===== src/rtl/multicycle_controller.sv =====
// multicycle_controller
//   Control unit for the multicycle ARM datapath. A Moore main FSM steps each
//   instruction through fetch / decode / execute / memory / writeback, and a
//   combinational decoder turns the FSM state plus the registered instruction
//   into the datapath mux selects and write enables. The NZCV flags live here,
//   and the condition check gates every architectural write.
//
// Ports
//   clk         rising-edge clock
//   reset       asynchronous, active-high; clears state, flags and condExDelayed
//   Instr       Instr[31:12]: Cond[31:28], Op[27:26], Funct[25:20], Rd[15:12]
//   ALUFlags    NZCV from the ALU in the current cycle
//   PCWrite     PC register enable
//   MemWrite    data memory write strobe
//   RegWrite    register file write enable
//   IRWrite     instruction register enable
//   AdrSrc      memory address select: 0 = PC, 1 = Result
//   RegSrc      [0] selects RA1 = R15, [1] selects RA2 = Rd
//   ALUSrcA     00 = A, 01 = PC, 10 = ALUOut
//   ALUSrcB     00 = WriteData, 01 = ExtImm, 10 = constant 4
//   ResultSrc   00 = ALUOut, 01 = Data, 10 = ALUResult
//   ImmSrc      immediate extension format, equal to Op
//   ALUControl  00 = ADD, 01 = SUB, 10 = AND, 11 = ORR

module multicycle_controller (
  input  logic         clk,
  input  logic         reset,
  input  logic [31:12] Instr,
  input  logic [3:0]   ALUFlags,
  output logic         PCWrite,
  output logic         MemWrite,
  output logic         RegWrite,
  output logic         IRWrite,
  output logic         AdrSrc,
  output logic [1:0]   RegSrc,
  output logic [1:0]   ALUSrcA,
  output logic [1:0]   ALUSrcB,
  output logic [1:0]   ResultSrc,
  output logic [1:0]   ImmSrc,
  output logic [1:0]   ALUControl
);

  typedef enum logic [3:0] {
    FETCH, DECODE, MEMADR, MEMREAD, MEMWB, MEMWRITE,
    EXECUTER, EXECUTEI, ALUWB, BRANCH, UNKNOWN
  } stateT;

  stateT       state;
  stateT       nextState;

  logic [3:0]  cond;
  logic [1:0]  op;
  logic [5:0]  funct;
  logic [3:0]  rd;
  logic        unusedRn;

  logic        nextPc;
  logic        branch;
  logic        regW;
  logic        memW;
  logic        aluOp;
  logic [1:0]  flagW;
  logic        condEx;
  logic        condExDelayed;
  logic        pcs;
  logic [3:0]  flags;

  assign cond     = Instr[31:28];
  assign op       = Instr[27:26];
  assign funct    = Instr[25:20];
  assign rd       = Instr[15:12];
  // Rn is consumed by the datapath only; the controller never looks at it.
  assign unusedRn = ^Instr[19:16];

  // State register. Reset forces FETCH asynchronously so the outputs show
  // fetch values for as long as reset is held.
  always_ff @(posedge clk or posedge reset) begin
    if (reset) state <= FETCH;
    else       state <= nextState;
  end

  // Next-state logic. DECODE fans out on the instruction class; every
  // terminal state returns to FETCH.
  always_comb begin
    nextState = FETCH;
    case (state)
      FETCH:    nextState = DECODE;
      DECODE: begin
        case (op)
          2'b00:   nextState = funct[5] ? EXECUTEI : EXECUTER;
          2'b01:   nextState = MEMADR;
          2'b10:   nextState = BRANCH;
          default: nextState = UNKNOWN;
        endcase
      end
      MEMADR:   nextState = funct[0] ? MEMREAD : MEMWRITE;
      MEMREAD:  nextState = MEMWB;
      EXECUTER: nextState = ALUWB;
      EXECUTEI: nextState = ALUWB;
      default:  nextState = FETCH;
    endcase
  end

  // Moore outputs of the main FSM. The write enables here are the ungated
  // requests; the condition check is applied further down.
  always_comb begin
    IRWrite   = 1'b0;
    nextPc    = 1'b0;
    AdrSrc    = 1'b0;
    regW      = 1'b0;
    memW      = 1'b0;
    branch    = 1'b0;
    aluOp     = 1'b0;
    ALUSrcA   = 2'b00;
    ALUSrcB   = 2'b00;
    ResultSrc = 2'b00;
    case (state)
      FETCH: begin
        IRWrite   = 1'b1;
        nextPc    = 1'b1;
        ALUSrcA   = 2'b01;
        ALUSrcB   = 2'b10;
        ResultSrc = 2'b10;
      end
      DECODE: begin
        ALUSrcA   = 2'b01;
        ALUSrcB   = 2'b10;
        ResultSrc = 2'b10;
      end
      MEMADR:   ALUSrcB = 2'b01;
      MEMREAD:  AdrSrc  = 1'b1;
      MEMWB: begin
        ResultSrc = 2'b01;
        regW      = 1'b1;
      end
      MEMWRITE: begin
        AdrSrc = 1'b1;
        memW   = 1'b1;
      end
      EXECUTER: aluOp = 1'b1;
      EXECUTEI: begin
        ALUSrcB = 2'b01;
        aluOp   = 1'b1;
      end
      ALUWB:    regW = 1'b1;
      BRANCH: begin
        ALUSrcB   = 2'b01;
        ResultSrc = 2'b10;
        branch    = 1'b1;
      end
      default: ;
    endcase
  end

  // ALU decode. Only ADD/SUB touch C and V; unsupported commands fall back
  // to ADD and are not allowed to disturb the flags at all.
  always_comb begin
    ALUControl = 2'b00;
    flagW      = 2'b00;
    if (aluOp) begin
      case (funct[4:1])
        4'b0100: begin ALUControl = 2'b00; flagW = {funct[0], funct[0]}; end
        4'b0010: begin ALUControl = 2'b01; flagW = {funct[0], funct[0]}; end
        4'b0000: begin ALUControl = 2'b10; flagW = {funct[0], 1'b0};     end
        4'b1100: begin ALUControl = 2'b11; flagW = {funct[0], 1'b0};     end
        default: begin ALUControl = 2'b00; flagW = 2'b00;                end
      endcase
    end
  end

  assign RegSrc = {op == 2'b01, op == 2'b10};
  assign ImmSrc = op;

  // Condition check against the stored NZCV flags (flags[3]=N .. flags[0]=V).
  always_comb begin
    condEx = 1'b0;
    case (cond)
      4'b0000: condEx = flags[2];
      4'b0001: condEx = ~flags[2];
      4'b0010: condEx = flags[1];
      4'b0011: condEx = ~flags[1];
      4'b0100: condEx = flags[3];
      4'b0101: condEx = ~flags[3];
      4'b0110: condEx = flags[0];
      4'b0111: condEx = ~flags[0];
      4'b1000: condEx = flags[1] & ~flags[2];
      4'b1001: condEx = ~(flags[1] & ~flags[2]);
      4'b1010: condEx = (flags[3] == flags[0]);
      4'b1011: condEx = (flags[3] != flags[0]);
      4'b1100: condEx = ~flags[2] & (flags[3] == flags[0]);
      4'b1101: condEx = ~(~flags[2] & (flags[3] == flags[0]));
      4'b1110: condEx = 1'b1;
      default: condEx = 1'b0;
    endcase
  end

  // Flag storage and the delayed condition. condExDelayed is sampled in the
  // execute/address cycle so the writeback one cycle later is judged on the
  // flags that existed before this instruction could modify them.
  always_ff @(posedge clk or posedge reset) begin
    if (reset) begin
      flags         <= 4'b0000;
      condExDelayed <= 1'b0;
    end else begin
      if (flagW[1] & condEx) flags[3:2] <= ALUFlags[3:2];
      if (flagW[0] & condEx) flags[1:0] <= ALUFlags[1:0];
      condExDelayed <= condEx;
    end
  end

  // A write to R15 is a PC write, so it is steered to PCWrite alongside branches.
  assign pcs      = branch | (regW & (rd == 4'b1111));
  assign RegWrite = regW & condExDelayed;
  assign MemWrite = memW & condExDelayed;
  assign PCWrite  = (pcs & condExDelayed) | nextPc;

endmodule


===== config.mk =====
export PLATFORM = sky130hd
export DESIGN_NAME = multicycle_controller
export DESIGN_NICKNAME = d
export VERILOG_FILES = /design/src/rtl/multicycle_controller.sv
export SDC_FILE = /design/constraint.sdc
export NUM_CORES = 1
export LEC_CHECK = 0
export CORE_MARGIN = 5
export CORE_UTILIZATION = 39
export DETAILED_ROUTE_END_ITERATION = 12
export PLACE_DENSITY = 0.89
export SETUP_SLACK_MARGIN = 0.15
export SYNTH_ARGS = -nofsm -noshare
export SYNTH_HDL_FRONTEND = slang
export SYNTH_SLANG_ARGS = --single-unit

===== constraint.sdc =====
create_clock -name clk -period 2 [get_ports clk]
set_input_delay 0.2 -clock clk [delete_from_list [all_inputs] [get_ports clk]]
set_output_delay 0.2 -clock clk [all_outputs]
set_load 0.01 [all_outputs]

==> metrics.txt <==
# TYPE chip_impl_metric gauge
chip_impl_metric{name="design.final.nets",unit=""} 173
chip_impl_metric{name="vias_per_cell",unit=""} 5.457
chip_impl_metric{name="number_of_global_route_vias_before_repair",unit=""} 947
chip_impl_metric{name="finalWirelength",unit="um"} 2613
chip_impl_info{name="cts_tree",value="built"} 1
chip_impl_metric{name="ctsHoldBuffers",unit=""} 0
chip_impl_metric{name="die_h",unit="um"} 56.36
chip_impl_metric{name="detailroute.via_count",unit=""} 944
chip_impl_metric{name="synth_enable_flop_cells",unit=""} 0
chip_impl_info{name="rsz0062_at_grt",value="yes"} 1
chip_impl_metric{name="finalWorstPathRequiredPeriod",unit="ps"} 1875
chip_impl_metric{name="placedInstanceArea",unit="um^2"} 1250
chip_impl_metric{name="placement_rows",unit=""} 16
chip_impl_metric{name="final_cell_count_no_fill",unit=""} 173
chip_impl_metric{name="net-switching-power",unit="W"} 0.0006042
chip_impl_info{name="cts_root_buf",value="clkbuf_4"} 1
chip_impl_metric{name="design.die.area",unit="um^2"} 3176
chip_impl_metric{name="cell_count_after_synthesis",unit=""} 102
chip_impl_info{name="type_of_the_worst_setup_path",value="reg -> out"} 1
chip_impl_metric{name="number_of_clock_sinks",unit=""} 9
chip_impl_info{name="synth_area_leader_cell",value="dfrtp_1"} 1
chip_impl_metric{name="leakagePower",unit="nW"} 0.5992
chip_impl_metric{name="postRouteAntennaNets",unit=""} 0
chip_impl_metric{name="critical_path.max_fanout",unit=""} 9
chip_impl_metric{name="diodes",unit=""} 0
chip_impl_metric{name="finalHoldViolCount",unit=""} 0
chip_impl_metric{name="clk_pin_slew_worst_paths",unit="ps"} 60
chip_impl_metric{name="fp.coreArea",unit="um^2"} 2002
chip_impl_metric{name="synth_largest_type_area_fraction",unit="%"} 26.87
chip_impl_metric{name="powerDensity",unit="nW/um^2"} 1031
chip_impl_metric{name="final_cell_area",unit="um^2"} 1329
chip_impl_metric{name="worst_ir_drop_vdd",unit="V"} 0.0005509
chip_impl_metric{name="placed_cells_incl_taps",unit=""} 166
chip_impl_info{name="setup.worst_path.end_class",value="primary output"} 1
chip_impl_metric{name="synth.net_count",unit=""} 128
chip_impl_metric{name="gr-usage-all-layers",unit="%"} 17.09
chip_impl_metric{name="dp_slack",unit="ps"} -205.8
chip_impl_metric{name="timing.final.ws_setup",unit="ps"} 124.9
chip_impl_metric{name="power_frac_comb",unit="%"} 65.7
chip_impl_metric{name="chipWidth",unit="um"} 56.36
chip_impl_metric{name="grt_antenna_before_repair",unit=""} 0
chip_impl_metric{name="synthesis.yosys.warnings",unit=""} 0
chip_impl_metric{name="whs",unit="ps"} 199.0
chip_impl_metric{name="buffer_ports.inserted",unit=""} 37
chip_impl_metric{name="drt_drc_violations_left",unit=""} 0
chip_impl_metric{name="cell_internal_pwr",unit="W"} 0.0007663
chip_impl_metric{name="routed_wire_length_per_instance",unit="um"} 15.10
chip_impl_metric{name="max_freq",unit="GHz"} 0.5333
chip_impl_metric{name="post-dp-hpwl",unit="um"} 1958
chip_impl_metric{name="gp_congestion",unit=""} 0.8301
chip_impl_metric{name="grt_max_degree",unit=""} 16
chip_impl_metric{name="ys_seq_elements",unit=""} 9
chip_impl_metric{name="global_route_congestion_overflow_total",unit=""} 0
chip_impl_metric{name="async_flop_share",unit="%"} 100.0
chip_impl_metric{name="worst-endpoint-arrival",unit="ps"} 1680
chip_impl_metric{name="area_added_between_synthesis_and_finish",unit="%"} 58.51
chip_impl_info{name="critical_path.startpoint_type",value="flop"} 1
chip_impl_metric{name="setup_viol",unit=""} 0
chip_impl_metric{name="mappedNetlistArea",unit="um^2"} 838.3
chip_impl_info{name="outcome",value="finished clean"} 1
chip_impl_info{name="synth.top_cells.by_area",value="dfrtp_1 27%, nor2b_1 5.2%, xnor2_1 5.2%"} 1
chip_impl_metric{name="power.share.clock",unit="%"} 10.6
chip_impl_metric{name="drtPass1Iterations",unit=""} 4
chip_impl_metric{name="p_sw_share",unit="%"} 44.09
chip_impl_metric{name="min_period_over_period",unit="%"} 93.76
chip_impl_metric{name="grt_first_pass_wirelength",unit="um"} 4340
chip_impl_metric{name="starting_utilization_of_the_core_area",unit="%"} 41.87
chip_impl_metric{name="cts.path.max_buffers",unit=""} 2
chip_impl_metric{name="postSynthAreaPerCell",unit="um^2"} 8.219
chip_impl_metric{name="report.final.slew_viol_count",unit=""} 0
chip_impl_metric{name="crit_required",unit="ps"} 1800
chip_impl_metric{name="clk-insertion-delay-late",unit="ps"} 270
chip_impl_metric{name="fin_worst_skew",unit="ps"} 3.551
chip_impl_metric{name="cts_max_level",unit=""} 1
chip_impl_metric{name="synth_cell_type_count",unit=""} 42
chip_impl_metric{name="p_seq_share",unit="%"} 23.7
chip_impl_metric{name="synth-seq-area-share",unit="%"} 26.87
chip_impl_metric{name="drive_above_1_share",unit="%"} 26.71
chip_impl_info{name="dominantRegCellSynth",value="dfrtp_1"} 1
chip_impl_metric{name="num_io_pins",unit=""} 43
chip_impl_info{name="worstHoldPathType",value="in -> async"} 1
chip_impl_metric{name="cts_buffers",unit=""} 3
chip_impl_metric{name="drv_cap",unit=""} 0
chip_impl_metric{name="drt_iter0_markers",unit=""} 16
synthesized netlist by cell type (2+ instances only):
cell type and instances:
nor2b_1 7, clkbuf_1 4, buf_4 3, nand2_1 6, nand3_1 3, mux2_2 2
xor2_1 4, o21ai_0 3, nor2_1 10, dfrtp_1 9, nor3_1 6, inv_1 5
a21oi_1 6, mux2_4 2, xnor2_1 5
state kept, by name (all words and copies together) (netlist names):
name           flops
flags              4
condExDelayed      1
state              4
metal layers:
metal  GRT usage [%]  up-vias  share of wire, %
met4           10.17        0               4.0
met3           2.752       10               5.3
met5               0        -                 0
li1                -      441                 -
met1           18.75      452                37
met2           30.55       41                53
stage by stage:
step	TNS [ps]	power, W	utilization (%)
2_1_floorplan	0	0.0008128	-
3_3_place_gp	-366.7	0.001198	62.44
3_5_place_dp	-754.8	0.001245	62.44
4_1_cts	0	0.001365	66.19
5_1_grt	0	0.001461	66.38
6_report	0	0.001371	66.38
layout make-up:
cell class	count	area (um^2)
inverter	5	18.77
sequential	9	229.0
clock buffer	4	26.28
tap	27	33.78
timing repair buffer	50	447.9
fill	148	673.1
multi-input combinational	78	573.1
worst max-delay path: stages (launching register included):
cell and delay [ps]:
dfrtp_1 390, buf_4 180, or2_2 350, a21oi_1 170
a41oi_1 70, nor2_1 110, clkbuf_2 140
logic make-up (layout without fill, tap and decap cells):
logic type	after synthesis	after routing	share of synthesized area [%]
AOI/OAI and AO/OA	21	21	17.61
xor gates and xnor gates	9	9	9.402
buffers and inverters	15	59	10.30
DFF	9	9	26.87
muxes	4	4	6.269
other	1	1	0.4473
and+or+nand+nor	43	43	29.11
placed cells by master (no fill, tap or decap), types with 2 or more instances in the layout:
master           instances
a21oi_1                  6
buf_4                   13
clkbuf_2                 2
clkbuf_4                 3
clkdlybuf4s50_1         24
dfrtp_1                  6
dfrtp_2                  3
dlygate4sd2_1            8
dlymetal6s2s_1           2
inv_1                    5
mux2_4                   3
nand2_1                  6
nand3_1                  3
nor2_1                   9
nor2b_1                  6
nor3_1                   5
o21ai_0                  3
xnor2_1                  5
xor2_1                   3
power groups by stage:
| stage | Clock, W | Sequential, W | Combinational (W) |
|---|---|---|---|
| final | 0.000145 | 0.000325 | 0.000901 |
| after floorplan | 0 | 0.000266 | 0.000547 |
| after detailed placement | 0 | 0.000317 | 0.000929 |
| after global placement | 0 | 0.000311 | 0.000887 |
| after global routing | 0.000154 | 0.000334 | 0.000973 |
| after CTS | 0.000144 | 0.000317 | 0.000904 |
path summary, 6_finish.rpt:
path                             startpoint  cells past startpoint       endpoint  slack, ps
worst max-delay path               state[3]                      6        PCWrite        120
worst min-delay path                  reset                      2  condExDelayed        200
worst max register to register     flags[3]                      6       flags[2]        170
worst min register to register     flags[1]                      1       flags[1]        600
max in group asynchronous             reset                      2       flags[3]       1530
min in group clk                ALUFlags[1]                      2       flags[1]        550
repair_timing:
action | CTS | global route
hold endpoints to repair | 0 | 0
buffers inserted | 3 | 0
pin swaps | 6 | 5
gates resized for setup | 25 | 10
endpoints found under the setup margin | 14 | 8
Note: power is estimated with default switching activity, not from simulation.
